### src/rtl/bridge_tx.sv
// rtl/bridge_tx.sv - read-completion to "M<hex>\r\n" UART reply encoder with pending-reply FIFO
module bridge_tx #(
    parameter int DATA_WIDTH = 16,
    parameter int FIFO_DEPTH = 2
) (
    input  logic                  clk,
    input  logic                  rst_n,
    input  logic [DATA_WIDTH-1:0] data_i,
    input  logic                  rw_i,
    input  logic                  valid_i,
    output logic [7:0]            uart_data_o,
    output logic                  uart_start_o,
    input  logic                  uart_done_i,
    output logic                  busy_o,
    output logic                  overflow_o
);
    localparam int NIB     = DATA_WIDTH / 4;
    localparam int MSG_LEN = NIB + 3;
    localparam int IDX_W   = $clog2(MSG_LEN);
    localparam int AW      = $clog2(FIFO_DEPTH);

    typedef enum logic [1:0] {S_IDLE, S_START, S_WAIT_DONE} state_t;

    state_t                state;
    logic [DATA_WIDTH-1:0] mem [FIFO_DEPTH];
    logic [AW:0]           wr_ptr, rd_ptr;
    logic [DATA_WIDTH-1:0] shreg;
    logic [IDX_W-1:0]      idx, nxt_idx;
    logic [7:0]            nxt_byte;
    logic                  empty, full, pop, push_req, push;

    function automatic logic [7:0] hex_char(input logic [3:0] n);
        return (n < 4'd10) ? (8'h30 + {4'h0, n}) : (8'h37 + {4'h0, n});
    endfunction

    // Pointers carry an extra wrap bit so full and empty are distinguishable.
    assign empty    = (wr_ptr == rd_ptr);
    assign full     = (wr_ptr[AW] != rd_ptr[AW]) && (wr_ptr[AW-1:0] == rd_ptr[AW-1:0]);
    assign pop      = (state == S_IDLE) && !empty;
    assign push_req = valid_i && !rw_i;
    assign push     = push_req && (!full || pop);
    assign busy_o   = (state != S_IDLE) || !empty;

    always_ff @(posedge clk) begin
        if (push) mem[wr_ptr[AW-1:0]] <= data_i;
    end

    always_ff @(posedge clk or negedge rst_n) begin
        if (!rst_n) begin
            wr_ptr     <= '0;
            rd_ptr     <= '0;
            overflow_o <= 1'b0;
        end else begin
            if (push) wr_ptr <= wr_ptr + 1'b1;
            if (pop)  rd_ptr <= rd_ptr + 1'b1;
            if (push_req && !push) overflow_o <= 1'b1;
        end
    end

    // Byte for the following index; index 0 ('M') is only ever loaded on a pop.
    always_comb begin
        nxt_idx  = idx + 1'b1;
        nxt_byte = 8'h0D;
        if (nxt_idx == IDX_W'(MSG_LEN - 1)) nxt_byte = 8'h0A;
        for (int i = 0; i < NIB; i++) begin
            if (nxt_idx == IDX_W'(i + 1)) nxt_byte = hex_char(shreg[(NIB-1-i)*4 +: 4]);
        end
    end

    always_ff @(posedge clk or negedge rst_n) begin
        if (!rst_n) begin
            state        <= S_IDLE;
            shreg        <= '0;
            idx          <= '0;
            uart_data_o  <= 8'h00;
            uart_start_o <= 1'b0;
        end else begin
            uart_start_o <= 1'b0;
            case (state)
                S_IDLE: begin
                    if (!empty) begin
                        shreg        <= mem[rd_ptr[AW-1:0]];
                        idx          <= '0;
                        uart_data_o  <= 8'h4D;
                        uart_start_o <= 1'b1;
                        state        <= S_START;
                    end
                end
                S_START: begin
                    state <= S_WAIT_DONE;
                end
                S_WAIT_DONE: begin
                    if (uart_done_i) begin
                        if (idx == IDX_W'(MSG_LEN - 1)) begin
                            state <= S_IDLE;
                        end else begin
                            idx          <= nxt_idx;
                            uart_data_o  <= nxt_byte;
                            uart_start_o <= 1'b1;
                            state        <= S_START;
                        end
                    end
                end
                default: state <= S_IDLE;
            endcase
        end
    end
endmodule
### config.mk
export PLATFORM = sky130hd
export DESIGN_NAME = bridge_tx
export DESIGN_NICKNAME = d
export VERILOG_FILES = /design/src/rtl/bridge_tx.sv
export SDC_FILE = /design/constraint.sdc
export NUM_CORES = 1
export LEC_CHECK = 0
export CELL_PAD_IN_SITES_DETAIL_PLACEMENT = 0
export CELL_PAD_IN_SITES_GLOBAL_PLACEMENT = 1
export CORE_MARGIN = 10
export CORE_UTILIZATION = 51
export CTS_BUF_LIST = sky130_fd_sc_hd__clkbuf_4 sky130_fd_sc_hd__clkbuf_8
export DETAILED_ROUTE_END_ITERATION = 6
export GPL_TIMING_DRIVEN = 0
export PLACE_DENSITY = 0.86
export SYNTH_ARGS = -nofsm -noshare
export SYNTH_HDL_FRONTEND = slang
export SYNTH_SLANG_ARGS = --single-unit
### constraint.sdc
create_clock -name clk -period 5 [get_ports clk]
set_input_delay 1 -clock clk [delete_from_list [all_inputs] [get_ports clk]]
set_output_delay 1 -clock clk [all_outputs]
set_load 0.01 [all_outputs]
Yosys cells after proc, flatten, opt, wreduce, memory -nomap -nowiden:

Memories as Yosys holds them, arrays and structs flattened. A register that Yosys moved wholly into a read port is not among the register bits.
Cells that the tools add are included.
Widths: inputs -> output; s select.

* reduce and logical (&&, ||, !) cells: 18
* mux-type cells: 27
* add/subtract/negate cells: 11
* shift operators: 0
* multiply operators: 0
* div/mod/pow operators: 0
* eq/ne operators: 14
* order comparisons: 4
* bitwise gates (word level): 1

Operators with widths (number)
* $add 6x4->7 const A: 8
* $mux 8: 7
* $mux 7: 4
* $lt 4x4->1 const B: 4
* $pmux 8 s2: 1
* $mux 3: 4
* $eq 3x3->1 const B: 3
* $eq 3x2->1 const B: 2
* $mux 1: 6
* $ne 2x2->1 const B: 3
* $pmux 2 s3: 1
* $pmux 3 s2: 1
* $logic_and 1x1->1: 5
* $logic_not 1->1: 5
* $add 2x1->2 const B: 2
* $mux 2: 2
* $reduce_and 2->1: 2
* $reduce_and 4->1: 1
* $reduce_bool 2->1: 2
* $add 3x1->3 const B: 1
* $eq 3x1->1 const B: 1
* $eq 2x1->1 const B: 1
* $eq 2x2->1: 1
* $eq 2x2->1 const B: 1
* 6 further kinds: 7

* word-level logic and storage cells: 83
* memory bits (writable): 32
* ROM bits: 0
* register bits after elaboration: 19
* bits in latches: 0
* memories kept: 1
* output and inout port bits: 11
* bits of input ports: 21

Memories
* mem: depth 2, bits a word 16, rd ports 1, clocked after memory_dff 1, write ports 1, line 25 `logic [DATA_WIDTH-1:0] mem [FIFO_DEPTH];`

Longest topological paths before layout:

* word-level depth: 10
* gate-level depth with buffers: 8

Worst setup path before layout:

OpenSTA, ideal clock, no wires.

* path kind: input to register
* start: in rw_i
* end: mem mem[0][0] (enable)
* stages: 2
* path slack: 2.592 ns
* data arrival time: 2.018 ns
* setup time: 0.390 ns
* path through: nor3b_2 -> nor2b_1

* cells in the longest elaborated chain, start to end: 5

Ends and longest elaborated chain
* start, declared: line 9 `input logic rw_i,`
* $logic_not 1->1: line 40 `assign push_req = valid_i && !rw_i;`
* $logic_and 1x1->1: line 40
* $logic_and 1x1->1: line 41 `assign push = push_req && (!full || pop);`
* $mux 1: line 45 `if (push) mem[wr_ptr[AW-1:0]] <= data_i;`
* $mux 1 (implied by the code): line 45
* end, declared: line 25

No other way between the ends.

Final worst setup path:

* start: reg rd_ptr[0]
* end: out busy_o

* cells in the longest elaborated chain, start to end: 3

Ends and longest elaborated chain
* start, declared: line 26 `logic [AW:0] wr_ptr, rd_ptr;`
* start signal, assigned: line 55 `if (pop) rd_ptr <= rd_ptr + 1'b1;`
* $eq 2x2->1: line 37 `assign empty = (wr_ptr == rd_ptr);`
* $logic_not 1->1
* $logic_or 1x1->1: line 42 `assign busy_o = (state != S_IDLE) || !empty;`
* end, declared: line 14 `output logic busy_o,`

No other way between the ends.

==> results by group <==
STA
  • Min cycle time layout: 2.763 ns
  • F_max: 361.9 MHz
  • Slew @ Worst Pin: 0.8327 ns
  • Final hold violation count: 0
  • Final setup viols: 0
  • Final period util: 0.5526
  • Setup TNS: 0 ns
  • RSZ-0062 raised after global routing: no
  • Final Skew: about 0.0093 ns
  • Relative slew slack: 0.4424
  • Count of pins over their slew limit: 0
  • Tightest hold margin: 0.4815 ns

Setup path
  • CP Launch Type: flip-flop
  • Setup Crit Path Kind: reg2out
  • Worst setup EP type: primary output
  • CP Cell Sequence: buf_4, xor2_2, nor2_1, nand2_1, clkdlybuf4s50_1
  • R2r setup slk: 2.78 ns
  • Largest delay share family, worst path: buffers and inverters
  • Worst r2r path cells: 5
  • Critical R2R Capture: mem[0][5]$_DFFE_PP_
  • Slowest stage delay, CP: 0.53 ns
  • CP startpoint: rd_ptr[0]$_DFFE_PN0P_
  • FF-to-FF Start: rd_ptr[0]$_DFFE_PN0P_
  • Worst endpoint required time: 4.00 ns
  • Cell depth of the worst setup path: 5
  • Crit path max fanout: 10
  • Critical Path Sink: busy_o
  • Arr. time, crit path: roughly 1.8 ns
  • CP max-delay cell: clkdlybuf4s50_1
  • Buf/Inv on CP: 2

Layout
  • Fillers: 504
  • Most frequent cells in the layout: 36 x nand2_1, 34 x dfrtp_1, 32 x edfxtp_1
  • P&R area growth vs syn: 19.53%
  • Fin cells: about 400
  • Layout cell share with drive strength beyond 1: 0.1094
  • Diode count: 0
  • Post-layout nets: ~350
  • Fin util: 0.6298
  • Most common cell after layout, fill and taps aside: nand2_1

Floorplanning
  • Initial Util: 0.5268
  • I/O Pins: 32
  • Core Area: 5921 sq um
  • # rows: 28
  • DIE AREA: 9644 sq um
  • Die height: 98.21 microns
  • Die width: 98.21 microns

GRT
  • Gr usage total: 0.1300
  • First-pass GRT wire length: 10.23 mm
  • Vias in the first global route: 2139
  • Initial antenna violation count: 0
  • Pin count of the biggest net entering global routing: 35
  • Global route overflow: 0

Logic synthesis
  • Register area share after synthesis: 0.5808
  • Syn Nets: 304
  • Ranking of synthesized cells by area: edfxtp_1 31%, dfrtp_1 27%, mux2i_1 5.1%, nand2_1 4.3%, o21ai_0 4.3%
  • Yosys reg bits: 66
  • Yosys warnings: 0
  • Ys flop type: dfrtp_1
  • Avg Cell Area, Syn: 11.38 sq um
  • Mapped Area: around 3100 sq um
  • Post-synth EDFFs: 32
  • Async S/R FF share, synth: 0.5152
  • Post-synthesis cell type count: 51
  • Share of the synthesized area in the top cell type: 0.3081
  • Cells after Synth: 274
  • Cell taking the most area after synthesis: edfxtp_1

Routing
  • DRC viols: 0
  • Detailed Routing Iterations Pass 1: 4
  • Post-DR wirelength/cell: around 15 microns
  • Vias per cell: 5.324
  • Drt total wl: 5.976 mm
  • Number of routed nets with antenna violations: 0
  • 1st-iter DRT viols: ~170
  • Via Count: 2103

Clock tree
  • # resized after CTS: 0
  • Num CTS Buffers: 9
  • CTS max path bufs: 2
  • TritonCTS clock tree: yes
  • Clk_lat worst skew: 0.34 ns
  • Clock root buffer: clkbuf_8
  • Clock slew at the register clock pins of the worst setup and hold paths: 0.07 ns
  • Number of H-tree levels: 3
  • CTS hold repair buffers: 0
  • CTS Sinks: 66
  • Post-CTS setup repair buffer count: 0

Run status
  • Outcome: complete, no violations

Power
  • Static Leak: 0.001523 uW
  • VDD IR-drop max: 302.8 uV
  • Pwr dens: 622.1 nW/um^2

Place
  • Dpl hpwl: between 4 and 5 mm
  • PortBufs: 30
  • # placed instances: 379
  • Routability Congestion: 0.8217

Run
  • Max-Cap Viols: 0

Min path
  • Hold WC Path Type: reg2reg
-- worst min-delay path by stage --
stage,from,end,cells after the start
global route,uart_data_o[4]$_DFFE_PN0P_,uart_data_o[4]$_DFFE_PN0P_,2
detailed placement,overflow_o$_DFFE_PN0P_,overflow_o$_DFFE_PN0P_,1
floorplan,shreg[12]$_DFFE_PN0P_,shreg[12]$_DFFE_PN0P_,2
CTS,overflow_o$_DFFE_PN0P_,overflow_o$_DFFE_PN0P_,1
finish,overflow_o$_DFFE_PN0P_,overflow_o$_DFFE_PN0P_,1
global placement,overflow_o$_DFFE_PN0P_,overflow_o$_DFFE_PN0P_,1
-- metrics by stage --
step	total power [uW]	instance area, sq um	setup slack, ns
after floorplan	1552	3119	2.592
after global placement	1817	3513	1.744
after detailed placement	1850	3508	1.636
after CTS	2340	3726	1.994
after global routing	2505	3729	2.114
final	2320	3729	2.237
-- final cells by class --
class / instances / area (sq um) / area share
sequential: 66 / 1812 / 0.4859
multi-input combinational: 176 / 1169 / 0.3134
timing repair buffer: 30 / 295.3 / 0.07919
clock buffer: 9 / 123.9 / 0.03322
clock inverter: 7 / 93.84 / 0.02517
tap: 75 / 93.84 / 0.02517
inverter: 19 / 71.32 / 0.01913
buffer: 13 / 70.07 / 0.01879
-- routing by layer --
layer  GRT usage  share of wire  vias up
li1            -              -     1061
met2      0.2020           0.46       45
met3     0.03946          0.046       10
met4     0.05402          0.018        0
met5           0              0        -
met1      0.1643           0.48      987
-- kinds of logic after synthesis --
logic type      count (synthesis)  synth area share
buf+inv                        32           0.04532
compound gates                 70            0.1424
other cells                     1          0.001202
fa+ha+maj                       9           0.03610
xor+xnor                       10           0.03048
mux                            17           0.05495
flops                          66            0.5808
simple gates                   69            0.1087
-- Yosys cell counts, drive strengths merged, types with 4 or more instances --
| cell | instances |
|---|---|
| nand2 | 36 |
| xnor2 | 5 |
| o21ai | 30 |
| edfxtp | 32 |
| mux2i | 16 |
| xor2 | 5 |
| inv | 19 |
| a31oi | 5 |
| ha | 9 |
| dfrtp | 34 |
| nor2b | 4 |
| buf | 10 |
| nor2 | 11 |
| a21oi | 14 |
-- sequential cells by signal, indices dropped and copies added (netlist names) --
name / count
idx: 3
shreg: 16
uart_start_o: 1
overflow_o: 1
wr_ptr: 2
rd_ptr: 2
uart_data_o: 7
state: 2
mem: 32
-- worst reg2reg max path, cell delays in order (launching register included) --
cell and delay (ns):
dfrtp_1 0.36, buf_4 0.19, xor2_2 0.21, nor3b_2 0.09, nor3b_2 0.26, nor2b_2 0.74
-- power breakdown --
| part | total, uW | internal (uW) | switching (uW) |
|---|---|---|---|
| logic | 953 | 422 | 531 |
| clock network | 487 | 280 | 208 |
| registers | 879 | 745 | 134 |
| total | 2320 | 1450 | 873 |
Power figures use the tool's default switching activity.
